--- config.mk ---
export PLATFORM = sky130hd
export DESIGN_NAME = rice_encoder
export DESIGN_NICKNAME = d
export VERILOG_FILES = /design/src/rtl/rice_pkg.sv /design/src/rtl/rice_encoder_bit_packer.sv /design/src/rtl/rice_encoder.sv
export SDC_FILE = /design/constraint.sdc
export NUM_CORES = 1
export LEC_CHECK = 0
export CORE_MARGIN = 2
export CORE_UTILIZATION = 61
export CTS_CLUSTER_SIZE = 16
export DETAILED_ROUTE_END_ITERATION = 16
export PLACE_DENSITY = 0.9
export SLEW_MARGIN = 20
export SYNTH_ARGS = -nofsm -noshare
export SYNTH_HDL_FRONTEND = slang
export SYNTH_HIERARCHICAL = 1
export SYNTH_SLANG_ARGS = --single-unit
--- constraint.sdc ---
create_clock -name clk -period 4.3 [get_ports clk]
set_input_delay 0.43 -clock clk [delete_from_list [all_inputs] [get_ports clk]]
set_output_delay 0.43 -clock clk [all_outputs]
set_load 0.05 [all_outputs]
--- src/rtl/rice_pkg.sv ---
// Shared types and sizes for the Golomb-Rice encoder and its bit packer.
package rice_pkg;

  localparam int unsigned W_DATA = 16;
  localparam int unsigned W_K    = 4;
  localparam int unsigned Q_ESC  = 16;
  localparam int unsigned W_OUT  = 32;
  localparam int unsigned W_ACC  = 2 * W_OUT;
  localparam int unsigned W_FILL = $clog2(W_ACC);
  localparam int unsigned W_SH   = W_FILL + 1;
  localparam int unsigned W_LEN  = $clog2(W_OUT + 1);

  typedef enum logic [1:0] {
    IDLE   = 2'd0,
    PREFIX = 2'd1,
    SUFFIX = 2'd2,
    FLUSH  = 2'd3
  } state_t;

  // Bit length of the prefix (zero run plus terminating one) or of the suffix.
  function automatic logic [W_LEN-1:0] seg_len(input logic             is_prefix,
                                               input logic             esc,
                                               input logic [W_DATA-1:0] q,
                                               input logic [W_K-1:0]    k);
    if (is_prefix) begin
      return esc ? W_LEN'(Q_ESC + 1) : W_LEN'(q) + W_LEN'(1);
    end
    return esc ? W_LEN'(W_DATA) : W_LEN'(k);
  endfunction

endpackage

--- src/rtl/rice_encoder_bit_packer.sv ---
// MSB-first accumulator that packs variable-length segments into output words.
module bit_packer
  import rice_pkg::*;
(
  input  logic             clk,
  input  logic             rst,
  input  logic             seg_valid,
  input  logic [W_OUT-1:0] seg_bits,
  input  logic [W_LEN-1:0] seg_len,
  output logic             seg_ready_c,
  input  logic             pad_req,
  output logic             pad_ready_c,
  output logic             fill_nz_c,
  output logic             out_valid,
  input  logic             out_ready,
  output logic [W_OUT-1:0] out_data,
  output logic             out_last
);

  logic [W_ACC-1:0]  acc_q;
  logic [W_FILL-1:0] fill_q;
  logic [W_SH-1:0]   sh_c;
  logic              out_free_c;

  assign seg_ready_c = fill_q < W_FILL'(W_OUT);
  assign out_free_c  = !out_valid || out_ready;
  assign pad_ready_c = seg_ready_c && out_free_c;
  assign fill_nz_c   = fill_q != '0;
  // Segment bits are right-aligned; shift them to sit just below the filled region.
  assign sh_c        = W_SH'(W_ACC) - W_SH'(fill_q) - W_SH'(seg_len);

  always_ff @(posedge clk or posedge rst) begin
    if (rst) begin
      acc_q     <= '0;
      fill_q    <= '0;
      out_valid <= 1'b0;
      out_data  <= '0;
      out_last  <= 1'b0;
    end else if (!seg_ready_c && out_free_c) begin
      out_data  <= acc_q[W_ACC-1 -: W_OUT];
      out_valid <= 1'b1;
      out_last  <= 1'b0;
      acc_q     <= acc_q << W_OUT;
      fill_q    <= fill_q - W_FILL'(W_OUT);
    end else if (pad_req && pad_ready_c && fill_nz_c) begin
      // Bits below the fill level are already zero, so the top word is the padded word.
      out_data  <= acc_q[W_ACC-1 -: W_OUT];
      out_valid <= 1'b1;
      out_last  <= 1'b1;
      acc_q     <= '0;
      fill_q    <= '0;
    end else begin
      if (out_valid && out_ready) begin
        out_valid <= 1'b0;
      end
      if (seg_valid && seg_ready_c) begin
        acc_q  <= acc_q | (W_ACC'(seg_bits) << sh_c);
        fill_q <= fill_q + W_FILL'(seg_len);
      end
    end
  end

endmodule

--- src/rtl/rice_encoder.sv ---
// Golomb-Rice encoder: codeword FSM and flush control in front of the bit packer.
module rice_encoder
  import rice_pkg::*;
(
  input  logic              clk,
  input  logic              rst,
  input  logic              in_valid,
  output logic              in_ready,
  input  logic [W_DATA-1:0] in_data,
  input  logic [W_K-1:0]    in_k,
  input  logic              flush,
  output logic              out_valid,
  input  logic              out_ready,
  output logic [W_OUT-1:0]  out_data,
  output logic              out_last,
  output logic              busy
);

  state_t            state_q, state_d;
  logic              flush_pend_q;
  logic [W_LEN-1:0]  pre_len_q, suf_len_q;
  logic [W_DATA-1:0] suf_bits_q;

  logic              accept_c;
  logic [W_K-1:0]    k_eff_c;
  logic [W_DATA-1:0] q_c, r_c;
  logic              esc_c;

  logic              seg_valid_c, seg_ready_c, pad_req_c, pad_ready_c, fill_nz_c;
  logic [W_OUT-1:0]  seg_bits_c;
  logic [W_LEN-1:0]  seg_len_c;

  // Quotient / remainder split of the offered sample.
  assign accept_c = in_valid && in_ready;
  assign k_eff_c  = (32'(in_k) >= W_DATA) ? W_K'(W_DATA - 1) : in_k;
  assign q_c      = in_data >> k_eff_c;
  assign r_c      = in_data & ((W_DATA'(1) << k_eff_c) - W_DATA'(1));
  assign esc_c    = 32'(q_c) >= Q_ESC;

  assign busy = (state_q != IDLE) || fill_nz_c || out_valid;

  always_ff @(posedge clk or posedge rst) begin
    if (rst) begin
      state_q <= IDLE;
    end else begin
      state_q <= state_d;
    end
  end

  always_comb begin
    state_d = state_q;
    unique case (state_q)
      IDLE: begin
        if (accept_c) begin
          state_d = PREFIX;
        end else if (flush_pend_q) begin
          state_d = FLUSH;
        end
      end
      PREFIX: if (seg_ready_c) state_d = (suf_len_q == '0) ? IDLE : SUFFIX;
      SUFFIX: if (seg_ready_c) state_d = IDLE;
      FLUSH:  if (pad_ready_c) state_d = IDLE;
      default: state_d = IDLE;
    endcase
  end

  always_comb begin
    in_ready    = 1'b0;
    seg_valid_c = 1'b0;
    seg_bits_c  = '0;
    seg_len_c   = '0;
    pad_req_c   = 1'b0;
    unique case (state_q)
      IDLE: in_ready = !flush_pend_q;
      PREFIX: begin
        seg_valid_c = 1'b1;
        seg_bits_c  = W_OUT'(1);
        seg_len_c   = pre_len_q;
      end
      SUFFIX: begin
        seg_valid_c = 1'b1;
        seg_bits_c  = W_OUT'(suf_bits_q);
        seg_len_c   = suf_len_q;
      end
      FLUSH: pad_req_c = pad_ready_c;
      default: ;
    endcase
  end

  // Codeword capture on accept; flush request latch.
  always_ff @(posedge clk or posedge rst) begin
    if (rst) begin
      pre_len_q    <= '0;
      suf_len_q    <= '0;
      suf_bits_q   <= '0;
      flush_pend_q <= 1'b0;
    end else begin
      flush_pend_q <= flush || (flush_pend_q && !pad_req_c);
      if (accept_c) begin
        pre_len_q  <= seg_len(1'b1, esc_c, q_c, k_eff_c);
        suf_len_q  <= seg_len(1'b0, esc_c, q_c, k_eff_c);
        suf_bits_q <= esc_c ? in_data : r_c;
      end
    end
  end

  bit_packer u_packer (
    .clk        (clk),
    .rst        (rst),
    .seg_valid  (seg_valid_c),
    .seg_bits   (seg_bits_c),
    .seg_len    (seg_len_c),
    .seg_ready_c(seg_ready_c),
    .pad_req    (pad_req_c),
    .pad_ready_c(pad_ready_c),
    .fill_nz_c  (fill_nz_c),
    .out_valid  (out_valid),
    .out_ready  (out_ready),
    .out_data   (out_data),
    .out_last   (out_last)
  );

endmodule

# After elaboration in Yosys (flattened, before gate mapping)
# Index checks and enable logic that the tools add are counted.
[word_totals]
reg_bits = 135
in_bits = 25
output_inout_bits = 36
elab_cells = 85
[op_classes]
n_addsub = 6
n_lt_le_gt_ge = 2
eq_ne = 7
n_shift = 3
n_mux = 30
bitwise_logic = 2
n_reduce_logical = 25
[ops]
columns = ["op", "count"]
rows = [
  ["64-bit 2-to-1 mux", 3],
  ["32-bit 2-to-1 mux", 2],
  ["64-bit OR", 1],
  ["16-bit by 7-bit << shifter with 64-bit output", 1],
  ["16-bit case mux with 2 select lines", 1],
  ["6-bit 2-to-1 mux", 5],
  ["16-bit AND", 1],
  ["16-bit by 5-bit >= comparator with 1-bit output (second input constant)", 1],
  ["16-bit 2-to-1 mux", 1],
  ["1-bit by 4-bit << shifter with 16-bit output (first input constant)", 1],
  ["16-bit by 4-bit right shift with 16-bit output", 1],
  ["16-bit by 1-bit subtractor with 16-bit output (second input constant)", 1],
  ["2-bit 2-to-1 mux", 6],
  ["6-bit case mux with 2 select lines", 1],
  ["1-bit 2-to-1 mux", 9],
  ["1-bit logical AND", 8],
  ["2-bit case mux with 4 select lines", 1],
  ["7-bit by 6-bit subtractor with 7-bit output", 1],
  ["7-bit by 6-bit subtractor with 7-bit output (first input constant)", 1],
  ["6-bit by 1-bit adder with 6-bit output (second input constant)", 1],
  ["6-bit adder", 1],
  ["6-bit zero test", 1],
  ["6-bit less-than comparator (second input constant)", 1],
  ["3-bit nonzero test", 2],
  ["other kinds (14)", 23],
]

# Logic depth before layout (Yosys ltp)
[logic_depth]
word_depth = 8
ltp_mapped = 19
mapped_depth_nobuf = 15

# Hierarchy
# Netlist, hierarchy kept.
[by_module_without_submodules]
columns = ["mod", "instances", "cells_per_inst", "area_each_um2", "seq_area_each_um2"]
rows = [
  ["bit_packer", 1, 790, 7124.3, 2602.5],
  ["rice_encoder", 1, 303, 2702.6, 750.7],
]

# Worst setup path after synthesis
# No wires, ideal clock.
[synth_path]
kind = "register to register"
startpoint = "reg state_q[0]"
endpoint = "reg u_packer.acc_q[28]"
setup_ps = 121
arrival_time_ps = 3854
t_required_ps = 4179
setup_slack_ps = 326
path_stages_with_launch = 17
path_buffers = 3
period_less_slack_ps = 3974
cell_sequence = "dfrtp_1 > inv_1 > ha_1 > clkbuf_1 > a22oi_1 > nor2b_1 > ha_1 > fa_1 > inv_1 > ha_1 > or3_1 > buf_6 > nand2_8 > buf_12 > mux2_2 > mux4_2 > a22o_1"
[synth_via]
elab_chain_len = 8
elab_cells_between_ends = 18
classes_between = "add/sub: 1; eq/ne: 3; shift: 1; mux: 7; bitwise: 1; reduce/logical: 5"
[synth_lines]
columns = ["item", "line_no", "source"]
rows = [
  ["start, declared", "rice_encoder.sv:19", "state_t state_q, state_d;"],
  ["start signal, assigned", "rice_encoder.sv:46", "state_q <= state_d;"],
  ["2-bit == test or 2-bit by 1-bit == test with 1-bit output (tied branches)", "rice_encoder.sv:73", "unique case (state_q)"],
  ["6-bit case mux with 2 select lines *", "rice_encoder.sv:73", ""],
  ["via seg_len_c[1]", "rice_encoder.sv:31", "logic [W_LEN-1:0] seg_len_c;"],
  ["7-bit by 6-bit subtractor with 7-bit output *", "rice_encoder_bit_packer.sv:30", "assign sh_c = W_SH'(W_ACC) - W_SH'(fill_q) - W_SH'(seg_len);"],
  ["16-bit by 7-bit << shifter with 64-bit output *", "rice_encoder_bit_packer.sv:57", "acc_q <= acc_q | (W_ACC'(seg_bits) << sh_c);"],
  ["64-bit OR *", "rice_encoder_bit_packer.sv:57", ""],
  ["64-bit 2-to-1 mux *", "rice_encoder_bit_packer.sv:56", "if (seg_valid && seg_ready_c) begin"],
  ["64-bit 2-to-1 mux *", "rice_encoder_bit_packer.sv:45", "end else if (pad_req && pad_ready_c && fill_nz_c) begin"],
  ["64-bit 2-to-1 mux *", "rice_encoder_bit_packer.sv:39", "end else if (!seg_ready_c && out_free_c) begin"],
  ["end signal, assigned", "rice_encoder_bit_packer.sv:43", "acc_q <= acc_q << W_OUT;"],
  ["end signal, assigned", "rice_encoder_bit_packer.sv:57", ""],
  ["end, declared", "rice_encoder_bit_packer.sv:20", "logic [W_ACC-1:0] acc_q;"],
]
# The timed path passes the listed nets; every way through them passes the cells marked *. The select of a mux whose other input is x is not followed.
# A chain may end at the register's enable or synchronous reset.

# Final worst setup path
[layout_path]
startpoint = "reg state_q[0]"
endpoint = "reg u_packer.acc_q[1]"
# The elaborated chain is that of the path after synthesis.

==> key figures <==
Setup path
  • Critical-path top delay cell: dfrtp_2
  • Launching element type of the critical path: flip-flop
  • Longest individual stage delay on the worst path: 0.45 ns
  • Cell-by-cell listing of the critical path: inv_1 -> ha_2 -> buf_6 -> a22oi_1 -> nor2b_1 -> inv_1 -> ha_1 -> ha_2 -> a21o_1 -> or4_1 -> nand4_1 -> a21boi_4 -> and3_1 -> and3_1 -> o21a_1
  • Element type at the critical path end: flip-flop
  • Launch point of the worst path: state_q[0]
  • Worst EP required: 4.66 ns
  • Worst reg2reg path startpoint: state_q[0]
  • Maximum fanout encountered on the critical timing path: 19
  • Setup Crit Path Kind: reg2reg
  • Data arrival time at the worst-slack endpoint: 4.60 ns

STA
  • Hold violation count in the final report: 0
  • Worst slack on hold paths: 0.470 ns
  • Highest achievable clock rate: 236 MHz
  • Final worst-path cycle share: 0.985
  • Final worst path period need: 4.24 ns
  • Largest clock skew in the final design: 0.0115 ns
  • Number of max-slew violations in the final report: 0
  • Setup repair after global routing missed its margin: true
  • Worst Tran Pin Value: 0.946 ns
  • Setup slack of the critical path after layout: 0.0642 ns
  • Final setup vio count: 0
  • Headroom to the max-slew limit: 0.368

Layout
  • Nets: 1240
  • Layout cell share with drive strength beyond 1: 0.147
  • Fin cells: 1418
  • Count of antenna diodes in the layout: 0
  • Core occupancy in the finished layout: 0.729
  • Signed area change from the synthesized netlist to the final layout: 17.4%

Floorplan
  • Core Box Area: 15800 um2
  • Vertical die dimension: 131 um
  • Number of primary I/O pins: 61
  • Rows: 46
  • Die width: 131 um
  • Initial Util: 0.621
  • Die Outline Area: 17100 um2

Placement
  • Hpwl dp: 22600 um
  • PortBufs: 60
  • Inst Count DP: 1379
  • Post-Place Worst Slack: -0.0717 ns
  • Routability cong.: 0.997

Yosys
  • Number of synthesized flops with an enable pin: 0
  • Number of synthesis warnings: 6
  • Avg Synthesized Cell Area: 8.99 um2
  • Post-synthesis cell count: 1093
  • Predominant post-synthesis flop cell: dfrtp_1
  • Register area share after synthesis: 0.341
  • Share of synthesized flip-flops with an asynchronous set or reset: 1.00
  • Synthesized area: 9830 um2
  • Flops & latches, synth: 134
  • Number of library cell types mapped by synthesis: 93

CTS
  • Clock sink count: 134
  • # H-tree levels: 4
  • Cell at the root of the clock tree: clkbuf_16
  • Clock latency on the worst-skew pair: 0.44 ns
  • CTS clk-pin slew, worst paths: 0.06 ns
  • CTS buffer count: 17
  • CTS tree: built
  • Hold-fix buffer count after cts: 0
  • Longest Clk Path Bufs: 2

GRT
  • Vias in the first global route: 8538
  • Largest net degree at the start of global routing: 66
  • Total congestion overflow: 0
  • GR Util All Layers: 0.369
  • Initial antenna violation count: 1
  • First-pass GRT wire length: 48300 um

Worst hold path
  • Path category of the worst min-delay check: reg2reg
  • Worst hold path startpoint: u_packer/out_data[13]

Route
  • Initial DRC count: 1168
  • Count of vias placed by the detailed router: 9228
  • Ratio of routed vias to standard cells: 6.51
  • Average detailed-routed wire length per instance: 21.9 um
  • Antenna Nets Post-Route: 0
  • Sum of routed wire length over all layers: 31000 um
  • Pre-Repair DR Iteration Count: 6
  • Post-detailed-route DRC marker count: 0

Outcome
  • Run status: finished clean

Job
  • Max capacitance violation total: 0
## path summary, 6_finish.rpt
kind	cells past startpoint	slack, ns	to
setup / recovery	15	0.06	u_packer/acc_q[1]
hold / removal	2	0.47	u_packer/out_data[13]
setup reg to reg	15	0.06	u_packer/acc_q[1]
hold reg to reg	2	0.47	u_packer/out_data[13]
max in group asynchronous	3	2.92	u_packer/out_data[28]
min in group asynchronous	2	0.50	flush_pend_q
## cell usage after synthesis, types with 10 or more instances
cell type    n  share of area
ha_1        24          0.031
o211ai_1    12         0.0092
and2_1      29          0.018
a22o_1      16          0.014
o221ai_1    13          0.012
mux4_2      17          0.039
dfrtp_1    134           0.34
a21oi_1     44          0.022
nor3_1      13         0.0066
inv_1       33          0.013
nand3_1     16         0.0081
a22oi_1     28          0.021
nor2_1      55          0.021
o22ai_1     10         0.0064
a31oi_1     17          0.011
o21ai_0     65          0.033
nand2b_1    11         0.0070
nor2b_1     18          0.011
mux2_2      35          0.040
mux2i_1     72          0.073
buf_2       21          0.011
nand2_1    193          0.074
clkbuf_1    35          0.013
## routing by layer
metal	up-vias	track usage	routed length [um]
met3	98	0.0831	2590
met5	-	0	11
met2	518	0.607	14700
met1	4459	0.475	12500
li1	4151	-	-
met4	2	0.147	1300
## what timing repair did
item                                    CTS  global route
gates cloned                              0             1
pin swaps                                 2             5
endpoints found under the setup margin   34            57
resized for setup                         4            18
setup buffers                             3             3
## logic make-up after synthesis
kind of cell    count (synthesis)  share of synthesized area
xor+xnor                       14                     0.0140
other cells                     1                   0.000382
compound gates                298                      0.212
simple gates                  381                      0.182
mux                           129                      0.160
buf+inv                       110                     0.0565
fa+ha+maj                      26                     0.0346
flops                         134                      0.341
## flip-flops by register name, summed over array words and instances, names as in the netlist
signal / cells
suf_bits_q: 16
flush_pend_q: 1
pre_len_q: 6
u_packer/out_data: 32
suf_len_q: 5
u_packer/out_last: 1
u_packer/fill_q: 6
state_q: 2
u_packer/acc_q: 64
u_packer/out_valid: 1
## placed cells by master, fill, tap and decap left out, types with 17 or more instances in the layout
cell type,Yosys,layout
conb_1,1,44
inv_1,33,31
mux2_2,35,35
mux4_2,17,17
a22oi_1,28,28
nand2_1,193,193
nor2_1,55,54
clkbuf_16,0,17
ha_1,24,18
a21oi_1,44,43
mux2i_1,72,71
buf_4,5,48
and2_1,29,29
o21ai_0,65,65
a31oi_1,17,17
dfrtp_1,134,133
clkdlybuf4s50_1,0,60
## worst max-delay path, delay by kind of cell, from the launching register on
family          cells  cell delay (ns)
flops               1             0.45
buf+inv             3             0.41
compound gates      4             0.78
simple gates        5             1.48
fa+ha+maj           3             1.03
## final cells by class
| class | instances | area, um2 |
|---|---|---|
| inverter | 34 | 130 |
| fill | 1197 | 4290 |
| clock inverter | 14 | 168 |
| timing repair buffer | 109 | 972 |
| clock buffer | 18 | 429 |
| sequential | 134 | 3350 |
| multi-input combinational | 893 | 6210 |
| tap | 216 | 270 |
## through the flow
step	instance area [um2]	setup TNS [ns]
finish	11500	0
global route	11500	-0.0205
CTS	11400	0
detailed placement	10800	-0.258
global placement	10800	0
floorplan	9990	0
Power is left out: the tool's default activity adds up to more than one toggle a clock period on the data nets, which glitch-free logic cannot reach.
